File: src/rtl/scan_display_driver_pkg.sv
// ---------------------------------------------------------------------------
// scan_display_driver_pkg : shared constants for the multiplexed 7-seg driver
// Revision: 1.0 - initial release
// ---------------------------------------------------------------------------
`default_nettype none

package scan_display_driver_pkg;

  localparam int BCD_W      = 4;   // width of one BCD nibble
  localparam int MAX_DIGITS = 8;   // largest supported DIGITS value
  localparam int IDX_W      = 3;   // holds any digit index 0..MAX_DIGITS-1
  localparam int PRE_W      = 16;  // holds any prescaler value 0..65534

  typedef logic [6:0] seg_t;       // {g,f,e,d,c,b,a}, active-high

  localparam seg_t SEG_0       = 7'h3F;
  localparam seg_t SEG_1       = 7'h06;
  localparam seg_t SEG_2       = 7'h5B;
  localparam seg_t SEG_3       = 7'h4F;
  localparam seg_t SEG_4       = 7'h66;
  localparam seg_t SEG_5       = 7'h6D;
  localparam seg_t SEG_6       = 7'h7D;
  localparam seg_t SEG_7       = 7'h07;
  localparam seg_t SEG_8       = 7'h7F;
  localparam seg_t SEG_9       = 7'h6F;
  localparam seg_t SEG_INVALID = 7'h40;
  localparam seg_t SEG_BLANK   = 7'h00;

endpackage

`default_nettype wire

File: src/rtl/bcd_to_seg7.sv
// ---------------------------------------------------------------------------
// bcd_to_seg7 : combinational BCD nibble to 7-segment decode with blanking
// Revision: 1.0 - initial release
// ---------------------------------------------------------------------------
`default_nettype none

module bcd_to_seg7
  import scan_display_driver_pkg::*;
(
  input  logic [BCD_W-1:0] bcd,
  input  logic             blank,
  output logic [6:0]       seg
);

  always_comb begin
    seg = SEG_INVALID;
    if (blank) begin
      seg = SEG_BLANK;
    end else begin
      case (bcd)
        4'd0:    seg = SEG_0;
        4'd1:    seg = SEG_1;
        4'd2:    seg = SEG_2;
        4'd3:    seg = SEG_3;
        4'd4:    seg = SEG_4;
        4'd5:    seg = SEG_5;
        4'd6:    seg = SEG_6;
        4'd7:    seg = SEG_7;
        4'd8:    seg = SEG_8;
        4'd9:    seg = SEG_9;
        default: seg = SEG_INVALID;
      endcase
    end
  end

endmodule

`default_nettype wire

File: src/rtl/scan_display_driver.sv
// ---------------------------------------------------------------------------
// scan_display_driver : time-multiplexed scanner for DIGITS 7-segment digits
// Revision: 1.0 - initial release
// ---------------------------------------------------------------------------
`default_nettype none

module scan_display_driver
  import scan_display_driver_pkg::*;
#(
  parameter int DIGITS   = 4,
  parameter int SCAN_DIV = 1000
) (
  input  logic                    clk,
  input  logic                    rst_n,
  input  logic                    en,
  input  logic                    blank_en,
  input  logic [BCD_W*DIGITS-1:0] digits_in,
  output logic [6:0]              seg,
  output logic [DIGITS-1:0]       an,
  output logic                    frame_done
);

  logic [PRE_W-1:0]        presc;
  logic [IDX_W-1:0]        index;
  logic [BCD_W*DIGITS-1:0] snapshot;

  logic [BCD_W-1:0]        nib [MAX_DIGITS];
  logic [MAX_DIGITS-1:1]   zero_from;
  logic [MAX_DIGITS-1:0]   blank_mask;
  logic [DIGITS-1:0]       an_next;
  logic [6:0]              dec_seg;
  logic                    tick;
  logic                    wrap;

  // Pad the nibble array to MAX_DIGITS so the 3-bit index never goes out of range.
  for (genvar i = 0; i < MAX_DIGITS; i++) begin : g_nib
    if (i < DIGITS) begin : g_real
      assign nib[i] = snapshot[i*BCD_W +: BCD_W];
    end else begin : g_pad
      assign nib[i] = '0;
    end
  end

  // zero_from[i]: snapshot nibbles i..top are all zero (leading-zero run).
  for (genvar i = 1; i < MAX_DIGITS; i++) begin : g_zero
    if (i == MAX_DIGITS - 1) begin : g_top
      assign zero_from[i] = (nib[i] == '0);
    end else begin : g_chain
      assign zero_from[i] = (nib[i] == '0) && zero_from[i+1];
    end
  end

  for (genvar i = 0; i < MAX_DIGITS; i++) begin : g_blank
    if (i == 0) begin : g_lsd
      assign blank_mask[i] = 1'b0;
    end else begin : g_upper
      assign blank_mask[i] = zero_from[i];
    end
  end

  for (genvar i = 0; i < DIGITS; i++) begin : g_an
    assign an_next[i] = (index != IDX_W'(i));
  end

  bcd_to_seg7 u_dec (
    .bcd   (nib[index]),
    .blank (blank_en && blank_mask[index]),
    .seg   (dec_seg)
  );

  assign tick = en && (presc == PRE_W'(SCAN_DIV - 1));
  assign wrap = tick && (index == IDX_W'(DIGITS - 1));

  always_ff @(posedge clk or negedge rst_n) begin
    if (!rst_n) begin
      presc      <= '0;
      index      <= '0;
      snapshot   <= '0;
      seg        <= SEG_BLANK;
      an         <= '1;
      frame_done <= 1'b0;
    end else begin
      frame_done <= wrap;
      if (en) begin
        an  <= an_next;
        seg <= dec_seg;
      end else begin
        an  <= '1;
        seg <= SEG_BLANK;
      end
      if (tick) begin
        presc <= '0;
        if (wrap) begin
          index    <= '0;
          snapshot <= digits_in;
        end else begin
          index <= index + 1'b1;
        end
      end else if (en) begin
        presc <= presc + 1'b1;
      end
    end
  end

endmodule

`default_nettype wire

File: config.mk
export PLATFORM = sky130hd
export DESIGN_NAME = scan_display_driver
export DESIGN_NICKNAME = d
export VERILOG_FILES = /design/src/rtl/scan_display_driver_pkg.sv /design/src/rtl/bcd_to_seg7.sv /design/src/rtl/scan_display_driver.sv
export SDC_FILE = /design/constraint.sdc
export NUM_CORES = 1
export LEC_CHECK = 0
export CORE_MARGIN = 2
export CORE_UTILIZATION = 38
export DETAILED_ROUTE_END_ITERATION = 16
export GPL_ROUTABILITY_DRIVEN = 0
export PLACE_DENSITY = 0.64
export SLEW_MARGIN = 10
export SYNTH_ARGS = -nofsm -noshare
export SYNTH_HDL_FRONTEND = slang
export SYNTH_HIERARCHICAL = 1
export SYNTH_SLANG_ARGS = --single-unit
export TNS_END_PERCENT = 20
File: constraint.sdc
create_clock -name clk -period 1.9 [get_ports clk]
set_input_delay 0.38 -clock clk [delete_from_list [all_inputs] [get_ports clk]]
set_output_delay 0.38 -clock clk [all_outputs]
set_load 0.01 [all_outputs]
## Yosys cells after proc, flatten, opt, wreduce, memory -nomap -nowiden

Memories as Yosys holds them, arrays and structs flattened.
Cells that the tools add are included.

- Memories: 1
- Register bits: 47
- Word-level logic and storage cells: 39
- Memory bits (read-only): 112
- Output and inout bits: 12
- Input bits: 20

- Bitwise gates (word level): 1
- Muxes and demuxes: 11
- $lt $le $gt $ge: 2
- Equality and inequality tests: 5
- Add/sub/neg operators: 2
- Reduce and logical (&&, ||, !) cells: 11

Memories:

| memory | depth | bits a word | rd ports | clocked after Yosys merged registers in | write ports | line | RTL |
|---|---|---|---|---|---|---|---|
| (no name shown) | 16 | 7 | 1 | 0 | 0 | bcd_to_seg7.sv:20 | `case (bcd)` |

Operators by type and width:

| cell | number |
|---|---|
| 2-to-1 mux 16 bit | 2 |
| adder 16 x 1 -> 16 bit (second input constant) | 1 |
| equality test 16 x 10 -> 1 bit (second input constant) | 1 |
| 2-to-1 mux 7 bit | 2 |
| binary-select mux 4 bit (select 3 bit) | 1 |
| logical NOT 4 bit | 3 |
| 2-to-1 mux 4 bit | 3 |
| inequality test 3 x 2 -> 1 bit (second input constant) | 2 |
| logical AND 1 bit | 5 |
| greater-or-equal comparator 4 bit (second input constant) | 1 |
| < comparator 3 x 4 -> 1 bit (second input constant) | 1 |
| NOT 3 -> 4 bit | 1 |
| adder 3 x 1 -> 3 bit (second input constant) | 1 |
| binary-select mux 1 bit (select 3 bit) | 1 |
| equality test 3 x 2 -> 1 bit (second input constant) | 1 |
| 2-to-1 mux 3 bit | 1 |
| inequality test 3 x 1 -> 1 bit (second input constant) | 1 |
| nonzero test 3 bit | 1 |
| AND reduction 2 bit | 1 |
| nonzero test 2 bit | 1 |
| 2-to-1 mux 1 bit | 1 |

## Longest topological paths before layout

Gate-level depths: netlist (run 1).

- Depth after elaboration: 8
- Gate-level depth with buffers: 10

## Modules after synthesis

The synthesis (run 1) kept the hierarchy.

Modules (own cells, without submodules):

| module | sequential area each (sq um) | cells each | instances | area each (sq um) |
|---|---|---|---|---|
| scan_display_driver | 1181.1 | 169 | 1 | 2100.8 |
| bcd_to_seg7 | 0.0 | 34 | 1 | 210.2 |

## Least setup slack after synthesis (run 1)

No wires, ideal clock.

- Kind: reg-to-reg
- From: reg index[1]
- To: reg seg[0]
- Required time: 1.834 ns
- Cell stages (with the launch flop): 7
- Arrival time: 2.031 ns
- Setup slack: -0.197 ns
- Cell sequence: dfrtp_1 clkbuf_1 mux4_2 and2_1 or4_1 o31ai_1 and2_1

- Word-level cells in the longest chain between the ends: 7
- Elaborated cells on any way between the ends: 10
- Those cells by class: 7 x mux; 1 x bitwise; 1 x reduce/logical; 1 x memory

Ends and longest elaborated chain:

| what | line | RTL |
|---|---|---|
| start: declaration | scan_display_driver.sv:24 | `logic [IDX_W-1:0] index;` |
| start signal: assignment | scan_display_driver.sv:97 | `index <= index + 1'b1;` |
| NOT 3 -> 4 bit (implied by the code) | scan_display_driver.sv:66 | `.bcd (nib[index]),` |
| binary-select mux 4 bit (select 3 bit) | scan_display_driver.sv:66 |  |
| 2-to-1 mux 4 bit (implied by the code) (2 in series) | scan_display_driver.sv:66 |  |
| memory (16 x 7 bit) | n/a |  |
| 2-to-1 mux 7 bit * | bcd_to_seg7.sv:17 | `if (blank) begin` |
| via dec_seg[0] | scan_display_driver.sv:31 | `logic [6:0] dec_seg;` |
| 2-to-1 mux 7 bit * | scan_display_driver.sv:84 | `if (en) begin` |
| end signal: assignment | scan_display_driver.sv:86 | `seg <= dec_seg;` |
| end: declaration | scan_display_driver.sv:18 | `output logic [6:0] seg,` |

Mark *: on every way through the listed nets, which the timed path passes. The rest lies on a longest branch. The select of a mux whose other input is x is not followed.
A chain may end at the register's enable or synchronous reset.

## Final worst setup path (run 1)

- From: reg snapshot[9]
- To: reg seg[0]

- Word-level cells in the longest chain between the ends: 8
- Elaborated cells on any way between the ends: 12
- Those cells by class: 7 x mux; 4 x reduce/logical; 1 x memory

Ends and longest elaborated chain:

| what | line | RTL |
|---|---|---|
| start: declaration | scan_display_driver.sv:25 | `logic [BCD_W*DIGITS-1:0] snapshot;` |
| start signal: assignment | scan_display_driver.sv:95 | `snapshot <= digits_in;` |
| parallel branches: the longest is 6 deep, another holds memory (16 x 7 bit) | n/a |  |
| 2-to-1 mux 7 bit * | bcd_to_seg7.sv:17 |  |
| via dec_seg[0] | scan_display_driver.sv:31 |  |
| 2-to-1 mux 7 bit * | scan_display_driver.sv:84 |  |

Mark *: on every way through the listed nets, which the timed path passes. The select of a mux whose other input is x is not followed.

==> metrics, run 1 <==
outcome finished, violations left; failing checks negative setup slack; CTS sink cnt 47; Placed Instances 331; Critical Path RT 2.08 ns; layout cell share with drive strength beyond 1 32.7%; Final period util 103%; count leader, synth dfrtp_1; syn avg cell area 11.4 sq um; top cells by area, synth dfrtp_1 (47%), mux2_2 (8.3%), ha_1 (5.4%); Combinational Power Share 12.4%; dpl hpwl 3.10 mm; Max Root-Sink Buffers 2; vias in the first global route 1657; Setup WS post-layout -0.0554 ns; wire length per cell 12.0 um; layout filler cell count 525; Worst slew margin 70.3%; share of Yosys cell area claimed by the top area cell type 46.6%; startpoint types flip-flop; CTS root buf clkbuf_8; CP endpoint kind flip-flop; # hold bufs at CTS 0; synthesized net count 233; GR Util met3 2.53%; Post-synth EDFFs 0; # port buffers 31; Gate Count Post-Synth 203; Final setup viols 5; actual slew at the worst max-slew pin 0.446 ns; clock share of power 28.8%; NumNets Final 298; Most used DFF post-synth dfrtp_1; critical path class reg2reg; CTS tree built; ANT nets after route 0; initial antenna violation count 0; Leakage 1.41 nW; internal power 1.47 mW; RSZ-0062 raised after global routing yes; max-cap violation count 0; Cell Count, Final, Fillers Out 344; area taken by multi-input logic gates 1130 sq um; Peak VDD IR 0.362 mV; leading area contributor after synthesis dfrtp_1; Clock transition at path regs 0.08 ns; core area 5890 sq um; die height 82.0 um; final core utilization 53.1%; CTS Buf Count 5; Crit Path Max Fanout 5; sequential share of power 58.9%; Initial Util 39.3%; total gr overflow 0; row count 28; Die ar. 6720 sq um; Seq cells post-synth 47; Synthesis Warnings 6; switch share 24.8%; H-tree depth 2; total number of vias 1602; Via density 4.66; Area Growth Syn to Fin 35.1%; Cell Pwr Density 625 nW/um^2; Clock Skews 0.00542 ns; GR Util met1 18.1%; fin. max-slew vios 0; Fmax 511 MHz; Ports 32; hold violation count in the final report 0; sw power 485 uW; largest net degree at the start of global routing 29; gr busiest metal met2; final WL 4.13 mm; Critical Path AT 2.13 ns; most common library cells after synthesis dfrtp_1 (43), nor2_1 (20), nand2_1 (18); DRT Pass-1 Iters 4; register area 1180 sq um; hold crit path type in2async; first-pass GRT wire length 7.12 mm; Synth cell types 38; drt drc 0; antenna cells 0; post-synthesis sequential area ratio 51.1%; DR iter-0 viols 42; ys async rst share 100%; Horiz. Die Dim 82.0 um; GRT met2 Usage 22.9%; crit path time final 1.96 ns; GRT Total Usage 13.9%; Synth Cell Area 2310 sq um; Skew-Pair Late Insertion Delay 0.29 ns
==> layout by cell type (no fill, tap or decap), types with 3 or more instances in the layout <==
cell type,instances
dfrtp_1,40
clkdlybuf4s50_1,30
buf_4,28
nor2_1,20
nand2_1,18
mux2_2,17
xnor2_1,11
and2_1,7
nand4_1,7
inv_1,6
ha_1,6
clkbuf_8,5
mux4_2,4
and2_4,4
nor3_1,4
dfstp_2,4
nand3_1,3
xor2_1,3
a21oi_1,3
ha_4,3
dfrtp_2,3
buf_6,3
inv_2,3
==> stage by stage <==
stage / total power, mW / setup slack [ns] / hold slack (ns) / setup TNS, ns / instance area (sq um)
floorplan: 1.27 / -0.0203 / 0.0844 / -0.214 / 2330
global placement: 1.39 / -0.210 / 0.348 / -3.70 / 2930
CTS: 1.96 / -0.0309 / 0.0330 / -0.0597 / 3050
global route: 2.06 / -0.169 / 0.0478 / -0.866 / 3120
detailed placement: 1.39 / -0.195 / 0.350 / -3.30 / 2930
finish: 1.95 / -0.0554 / 0.0243 / -0.184 / 3120
==> layout make-up <==
type	count	area share, %
Tap cell	75	3.00
Multi-Input combinational cell	139	36.1
Inverter	11	1.48
Timing Repair Buffer	64	18.9
Clock inverter	1	0.160
Sequential cell	47	37.9
Clock buffer	7	2.44
==> per-layer routing <==
metal / share of wire, % / wire length (um) / up-vias
met4: 1.7 / 71 / 0
met1: 50 / 2060 / 730
li1: - / - / 825
met3: 3.2 / 133 / 8
met5: 0 / 0 / -
met2: 45 / 1870 / 39
==> worst max-delay path, stage by stage, from the launching register on <==
cell      delay [ns]
dfrtp_1         0.40
or4_1           0.53
o21ai_1         0.10
o211ai_1        0.14
a21boi_1        0.20
buf_4           0.17
buf_4           0.12
o31ai_1         0.06
and2_1          0.15
==> sequential cells by signal, summed over array words and instances (netlist names) <==
register / cells
snapshot: 16
frame_done: 1
an: 4
seg: 7
index: 3
presc: 16
==> worst paths after layout <==
check	from	end	slack [ns]	depth (start not counted)
worst max-delay path	snapshot[9]	seg[0]	-0.06	8
worst min-delay path	rst_n	presc[7]	0.02	1
worst max register to register	snapshot[9]	seg[0]	-0.06	8
worst min register to register	presc[15]	presc[15]	0.48	1
max in group asynchronous	rst_n	index[0]	1.36	2
min in group clk	presc[15]	presc[15]	0.48	1
==> repair_timing <==
action | 4_1_cts | 5_1_grt
buffers inserted | 3 | 2
gates cloned | 0 | 0
setup endpoints to repair | 4 | 23
resized for setup | 9 | 15
pin swaps | 5 | 12
==> logic make-up after synthesis <==
logic type | after synthesis | synth area share [%]
AO/OA/AOI/OAI | 16 | 4.44
flip-flops | 47 | 51.1
AND/OR/NAND/NOR | 77 | 18.0
XOR/XNOR | 14 | 5.31
buffers and inverters | 17 | 3.14
multiplexers | 22 | 12.6
adder cells (fa/ha/maj) | 10 | 5.41
==> power groups by stage <==
stage | Clock [mW] | Sequential, mW | Combinational (mW)
global route | 0.625 | 1.16 | 0.274
CTS | 0.587 | 1.14 | 0.236
detailed placement | 0 | 1.16 | 0.234
finish | 0.561 | 1.15 | 0.242
floorplan | 0 | 1.15 | 0.126
global placement | 0 | 1.16 | 0.231
(Power assumes the default switching activity.)
==> run 2: changes to the inputs <==
- TNS_END_PERCENT: 20 -> 100
==> metrics, run 2 (same netlist as run 1, synthesis figures left out) <==
Tot Pwr 2.12 mW; layout cell share with drive strength beyond 1 37.0%; reg-to-reg startpoint index[0]; layout filler cell count 510; Critical Path AT 2.15 ns; commonest non-fill, non-tap cells in the layout dfrtp_1 (40), buf_4 (33), clkdlybuf4s50_1 (30); actual slew at the worst max-slew pin 0.721 ns; largest net degree at the start of global routing 33; Leakage 1.48 nW; core area 5890 sq um; slowest CP cell or4_4; Crit Reg-Reg Endpoint seg[0]; Crit Path Max Fanout 3; CTS tree built; final WL 4.61 mm; antenna cells 0; Final setup viols 1; post-place instance area 2930 sq um; critical path class reg2reg; die height 82.0 um; CTS root buf clkbuf_8; H-tree depth 2; Max Root-Sink Buffers 2; NumNets Final 305; Skew-Pair Late Insertion Delay 0.30 ns; ANT nets after route 0; Ports 32; CP endpoint kind flip-flop; # hold bufs at CTS 0; Clock transition at path regs 0.08 ns; CTS Buf Count 5; Final Instance Area 3290 sq um; Worst slew margin 52.0%; Fmax 523 MHz; Critical Path End seg[0]; first-pass GRT wire length 7.13 mm; Cell Pwr Density 642 nW/um^2; Post-Place Setup Slack -0.211 ns; crit path time final 1.91 ns; initial antenna violation count 0; RSZ-0062 raised after global routing yes; fin. max-slew vios 0; Setup TNS Final -0.0120 ns; Horiz. Die Dim 82.0 um; Initial Util 39.3%; dpl hpwl 3.11 mm; wire length per cell 13.1 um; drt drc 0; Setup WS post-layout -0.0120 ns; # port buffers 31; vias in the first global route 1570; CP startpoint index[0]; hold crit path type in2async; Peak VDD IR 0.341 mV; hold violation count in the final report 0; R2R setup slack -0.01 ns; Worst path max stage delay 0.48 ns; CTS sink cnt 47; Area Growth Syn to Fin 42.4%; max-cap violation count 0; commonest non-fill, non-tap cell in the layout dfrtp_1; row count 28; Via density 4.86; DR iter-0 viols 92; total number of vias 1705; critical-path cell list mux4_2, and2_4, inv_4, ha_4, or4_4, o31ai_2, and2_1; failing checks negative setup slack; startpoint types flip-flop; Die ar. 6720 sq um; Clock Skews 0.00564 ns; top flop regs presc x16, snapshot x16, seg x7; Final period util 101%; GRT Total Usage 14.0%; outcome finished, violations left; DRT Pass-1 Iters 4; total gr overflow 0; Critical Path RT 2.14 ns; Worst Reg2Reg Path Length in Cells 7
[run 2: worst max-delay path, delay by kind of cell, from the launching register on]
kind            cells  cell delay (ns)
simple gates        3             0.80
buf+inv             1             0.05
compound gates      1             0.07
fa+ha+maj           1             0.14
mux                 1             0.34
flops               1             0.44
[run 2: worst min-delay path by stage]
stage	start	to	slack [ns]	depth (start not counted)
finish	rst_n	presc[7]	0.13	1
global route	rst_n	presc[8]	0.18	1
CTS	rst_n	presc[7]	0.15	1
detailed placement	rst_n	presc[8]	0.47	1
global placement	presc[15]	presc[15]	0.46	1
floorplan	rst_n	frame_done	0.08	0
[run 2: where the power goes]
group / leakage (nW) / switching, mW / internal, mW / total [mW]
sequential: 0.603 / 0.0588 / 1.06 / 1.12
clock: 0.0515 / 0.320 / 0.332 / 0.653
combinational: 0.822 / 0.138 / 0.201 / 0.339
total: 1.48 / 0.517 / 1.60 / 2.12
[run 2: per-layer routing]
metal / wire length (um) / track usage, % / vias up
met5: 0 / 0 / -
met4: 94 / 6.33 / 0
met3: 184 / 3.85 / 7
met2: 2090 / 21.5 / 42
met1: 2240 / 18.4 / 819
li1: - / - / 837
[run 2: area by class of cell]
type | count | area (sq um) | share of cell area [%]
tap | 75 | 93.8 | 2.85
clock buffer | 8 | 100 | 3.04
inverter | 11 | 46.3 | 1.41
sequential | 47 | 1180 | 36.0
timing repair buffer | 71 | 654 | 19.9
multi-input combinational | 139 | 1210 | 36.8
[run 2: metrics by stage]
step	hold WS, ns	instances	utilization, %
floorplan	0.0844	203	-
global placement	0.462	333	49.8
detailed placement	0.467	333	49.8
CTS	0.147	343	52.2
global route	0.177	351	55.9
finish	0.128	351	55.9
[run 2: what timing repair did]
item,in CTS,in global routing
endpoints found under the setup margin,7,23
setup buffers,2,7
resized for setup,11,37
pin swaps,7,17
gates cloned,0,1
==> RTL edit 1: new RTL, settings of run 2 <==
The parameter `DIGITS` goes from 4 to 5.
--- a/src/rtl/scan_display_driver.sv
+++ b/src/rtl/scan_display_driver.sv
@@ -9,3 +9,3 @@
 #(
-  parameter int DIGITS   = 4,
+  parameter int DIGITS   = 5,
   parameter int SCAN_DIV = 1000
Interface: changed (resized an and digits_in); port bits go from 32 to 37. No check against the original RTL was run, so the function may have changed too.
==> RTL edit 1 against run 2 <==
The flow finishes with violations (hold timing, setup timing); routed wire length grew 32%; area after synthesis grew 13%; sequential cell count grew 5; synthesized cell count grew 16%; worst setup slack lost 0.13 ns; cell area grew 23%; global-route usage grew 2.3 points; sequential share of layout area shrank 3.5 points; hold slack lost 0.13 ns; via count grew 21%; power grew 16%; combinational power grew 42%; critical path type unchanged; largest power group unchanged; highest routed layer unchanged.
==> RTL edit 1: results (changes against run 2) <==
status=finished with violations (unchanged); violated checks=hold timing, setup timing (was setup timing); P&R area growth vs syn=54.41% (was 42.45%); Layout Cells excl Fill=418 (was 351); met2 GRT Util=26.93% (was 21.46%); largest net degree at the start of global routing=36 (was 33); first-pass GRT wire length=9832 µm (was 7127 µm); LEAKAGE=1.778 nW (was 1.476 nW); CP max FO=5 (was 3); post-CTS setup buffer count=5 (was 2); NonClk Buf Share=24.22% (was 19.88%); multiplexer share of the synthesized area=13.36% (was 12.62%); R2R depth=11 (was 7); Adder-Cell Fraction of Synth Area=5.268% (was 5.414%); sequential share of power=50.0% (was 53.1%); Repair and plain buffers=105 (was 71); DRT iter0 DRCs=51 (was 92); top cells by area, synth=dfrtp_1 (45%), mux2_2 (7.8%), ha_1 (5.3%) (was dfrtp_1 (47%), mux2_2 (8.3%), ha_1 (5.4%)); Seq area share=32.48% (was 35.99%); Synth Area in XOR/XNOR=4.023% (was 5.306%); Critical-path top delay cell=dfrtp_2 (was or4_4); Met1 Wirelength=2785 µm (was 2243 µm); port buffer count=36 (was 31); Filler Cells Inserted=541 (was 510); Slew Limit Headroom=73.00% (was 51.96%); switching power=0.6271 mW (was 0.5174 mW); multi-input logic area=1501 µm² (was 1212 µm²); post-synthesis net count=270 (was 233); multi-input gates=163 (was 139); Clock-cell share=2.667% (was 3.041%); metal3 WL=206 µm (was 184 µm); sequential area share after synthesis=50.05% (was 51.11%); Placement Cell Area=3483 µm² (was 2929 µm²); final setup margin=-0.1401 ns (was -0.01197 ns); leading post-synthesis cells by instance count=dfrtp_1 (47), nand2_1 (25), nor2_1 (19), mux2_2 (18), ha_1 (11) (was dfrtp_1 (43), nor2_1 (20), nand2_1 (18), mux2_2 (17)); endpoints failing hold=5 (was 0); largest registers=snapshot (20), presc (16), seg (7) (was presc (16), snapshot (16), seg (7)); CP peak stage delay=0.46 ns (was 0.48 ns); DR WL/cell=14.56 µm (was 13.14 µm); placed cell count=395 (was 333); hpwl dp=4075 µm (was 3105 µm); GRT Util Overall=16.32% (was 13.98%); Final #Nets=372 (was 305); FF+latch count, synth=52 (was 47); worst hold slack=-0.005022 ns (was 0.1275 ns); Final Setup Violations=29 (was 1); met2 wire length=2997 µm (was 2088 µm); via density per instance=4.952 (was 4.858)
## RTL edit 1: cell count changes after synthesis, moves of 2 or more
cell     delta
xnor2_1     -3
nand2_1     +7
dfrtp_1     +4
buf_4       +2
nand3_1     +6
mux2_1      +5
nor4_1      +4
o21ai_0     +3
and2_1      -4
nor3_1      +2
a21oi_1     +4
## RTL edit 1: through the flow
step | utilization, % | hold WS (ns) | power [mW] | setup WS, ns | TNS, ns
4_1_cts | 56.07 | 0.002916 | 2.433 | -0.09341 | -0.6330
2_1_floorplan | - | 0.08441 | 1.428 | -0.03200 | -0.3670
3_5_place_dp | 51.84 | 0.3300 | 1.688 | -0.4112 | -11.98
5_1_grt | 60.04 | 0.02209 | 2.586 | -0.2629 | -4.329
6_report | 60.04 | -0.005022 | 2.456 | -0.1401 | -2.317
3_3_place_gp | 51.84 | 0.3270 | 1.676 | -0.3938 | -11.77
==> RTL edit 2: new RTL, settings of run 2 <==
Without the edit above. Put one more register stage on the output `an`, with the module's reset. The value now appears one clock later. The other outputs are not delayed to match.
--- a/src/rtl/scan_display_driver.sv
+++ b/src/rtl/scan_display_driver.sv
@@ -21,2 +21,4 @@
 );
+
+  logic [DIGITS-1:0] an_s0;
 
@@ -79,3 +81,3 @@
       seg        <= SEG_BLANK;
-      an         <= '1;
+      an_s0      <= '1;
       frame_done <= 1'b0;
@@ -84,6 +86,6 @@
       if (en) begin
-        an  <= an_next;
+        an_s0 <= an_next;
         seg <= dec_seg;
       end else begin
-        an  <= '1;
+        an_s0 <= '1;
         seg <= SEG_BLANK;
@@ -104,2 +106,10 @@
 
+  always_ff @(posedge clk or negedge rst_n) begin
+    if (!rst_n) begin
+      an <= '0;
+    end else begin
+      an <= an_s0;
+    end
+  end
+
 endmodule
Check against the original RTL: not equivalent (Yosys sat finds a counterexample within 4 cycles, from zero or initial values and one cycle with rst_n low).
==> RTL edit 2 against run 2 <==
Routed wire length increased by 5.2%; the flow still finishes with violations (setup timing); area after synthesis increased by 6.8%; worst setup slack got worse by 0.060 ns; count of clock-buffer cells in the layout decreased by 1; power increased by 3.1%; clock power decreased by 7.0%; critical path type unchanged; cell area decreased by 0.84%; sequential cell count increased by 4.
==> RTL edit 2: results (changes against run 2) <==
status=finished with violations (unchanged); number of distinct library cells after synthesis=41 (was 38); leading post-synthesis cells by instance count=dfrtp_1 (47), nand2_1 (19), nor2_1 (16), xnor2_1 (13) (was dfrtp_1 (43), nor2_1 (20), nand2_1 (18), mux2_2 (17)); Final #Nets=303 (was 305); layout cells sized above 1=32.48% (was 36.96%); post-synthesis net count=239 (was 233); port buffer count=31 (unchanged); WP data arrival=2.22 ns (was 2.15 ns); maximum vdd drop=0.3799 mV (was 0.3407 mV); final setup margin=-0.07157 ns (was -0.01197 ns); worst hold slack=0.06767 ns (was 0.1275 ns); Layout Cells excl Fill=351 (unchanged); R2R depth=7 (unchanged); Sink Count=51 (was 47); LEAKAGE=1.453 nW (was 1.476 nW); measured slew at the worst slew-check pin=0.5874 ns (was 0.7206 ns); first-pass GRT wire length=8245 µm (was 7127 µm); Clock Latency Late Sink=0.30 ns (about the same); Setup TNS Final=-0.07157 ns (was -0.01197 ns); first drt pass iteration count=4 (unchanged); Antenna diodes=0 (unchanged); Hold Path Class=in2async (unchanged); violated checks=setup timing (unchanged); worst slack, placed=-0.2113 ns (was -0.2106 ns); number of global-route vias before repair=1739 (was 1570); largest net degree at the start of global routing=28 (was 33); CP max FO=4 (was 3); clock-pin slew on the worst setup and hold paths=roughly 0.09 ns; endpoints failing hold=0 (unchanged); Max Clock Skew=0.009713 ns (was 0.005636 ns); root buffer cell=clkbuf_8 (unchanged); via density per instance=4.920 (was 4.858); Warnings, synthesis=6 (unchanged); reg2reg end=seg[0] (unchanged); H-tree levels=2 (unchanged); sequential area share after synthesis=51.90% (was 51.11%); Final Setup Violations=1 (unchanged); DR WL/cell=13.81 µm (was 13.14 µm); CTS Buffer Depth=2 (unchanged); r2r startpoint=index[0] (unchanged); GRT Util Overall=14.33% (was 13.98%); hpwl dp=3440 µm (was 3105 µm); largest registers=presc (16), snapshot (16), seg (7) (unchanged); DRT iter0 DRCs=135 (was 92); placed cell count=340 (was 333); initial antenna violation count=0 (unchanged); top cells by area, synth=dfrtp_1 (48%), mux2_4 (6.1%), ha_1 (5.1%) (was dfrtp_1 (47%), mux2_2 (8.3%), ha_1 (5.4%)); Num CTS Buffers=5 (unchanged); syn avg cell area=11.81 µm² (was 11.38 µm²); FFs w/ async S/R, synth=100.0% (unchanged)
## RTL edit 2: cell count changes after synthesis, sizes merged, moves of 3 or more
cell   change
dfrtp      +4
nor2       -4
nor2b      +4
and2       -3
## RTL edit 2: report_power, final
group	internal (mW)	switching, mW	leakage, nW
Combinational	0.196	0.156	0.758
Sequential	1.16	0.0624	0.653
Clock	0.260	0.348	0.0422
Total	1.61	0.566	1.45
## RTL edit 2: how the worst max path moves through the flow
stage          slack, ns      from      endpoint  cells past startpoint
2_1_floorplan      -0.07  index[0]        seg[0]                      8
3_3_place_gp       -0.18        en  snapshot[12]                      5
3_5_place_dp       -0.21        en  snapshot[13]                      5
4_1_cts            -0.08  index[0]        seg[0]                      7
5_1_grt            -0.16  index[0]        seg[0]                      7
6_report           -0.07  index[0]        seg[0]                      7
## RTL edit 2: cell families after synthesis
kind of cell               share of synthesized area (%)
adders and majority gates                          5.068
xor gates and xnor gates                           4.967
AOI/OAI and AO/OA                                  4.612
muxes                                              12.92
DFF                                                51.90
and+or+nand+nor                                    17.54
buffers and inverters                              2.990
## RTL edit 2: metal layers
layer / vias up / global-route usage [%] / part of all wire [%]
met5: - / 0 / 0
li1: 850 / - / -
met2: 28 / 22.69 / 46
met3: 7 / 3.638 / 3.2
met1: 842 / 19.52 / 49
met4: 0 / 4.329 / 1.4
## RTL edit 2: worst max-delay path: stages, from the launching register on
cell and delay [ns]:
dfrtp_2 0.46, mux4_2 0.35, nor2b_4 0.18, inv_2 0.07
ha_4 0.15, or4_4 0.48, o31ai_1 0.08, and2_1 0.15
## RTL edit 2: layout make-up
cell class | count | area (µm²)
Clock buffer | 7 | 76.32
Clock inverter | 1 | 5.005
Fill cell | 588 | 3049
Inverter | 10 | 40.04
Multi-Input combinational cell | 142 | 1202
Sequential cell | 51 | 1282
Tap cell | 77 | 96.34
Timing Repair Buffer | 63 | 561.8
## RTL edit 2: what timing repair did
action	4_1_cts	5_1_grt
gates resized for setup	5	13
endpoints found under the setup margin	5	23
endpoints found under the hold margin	0	0
cloned	0	1
pin swaps	2	5
setup buffers	2	0
## RTL edit 2: stage by stage
stage / utilization, % / instance area [µm²]
2_1_floorplan: - / 2497
3_3_place_gp: 48.89 / 3087
3_5_place_dp: 48.89 / 3087
4_1_cts: 50.79 / 3207
5_1_grt: 51.70 / 3264
6_report: 51.70 / 3264
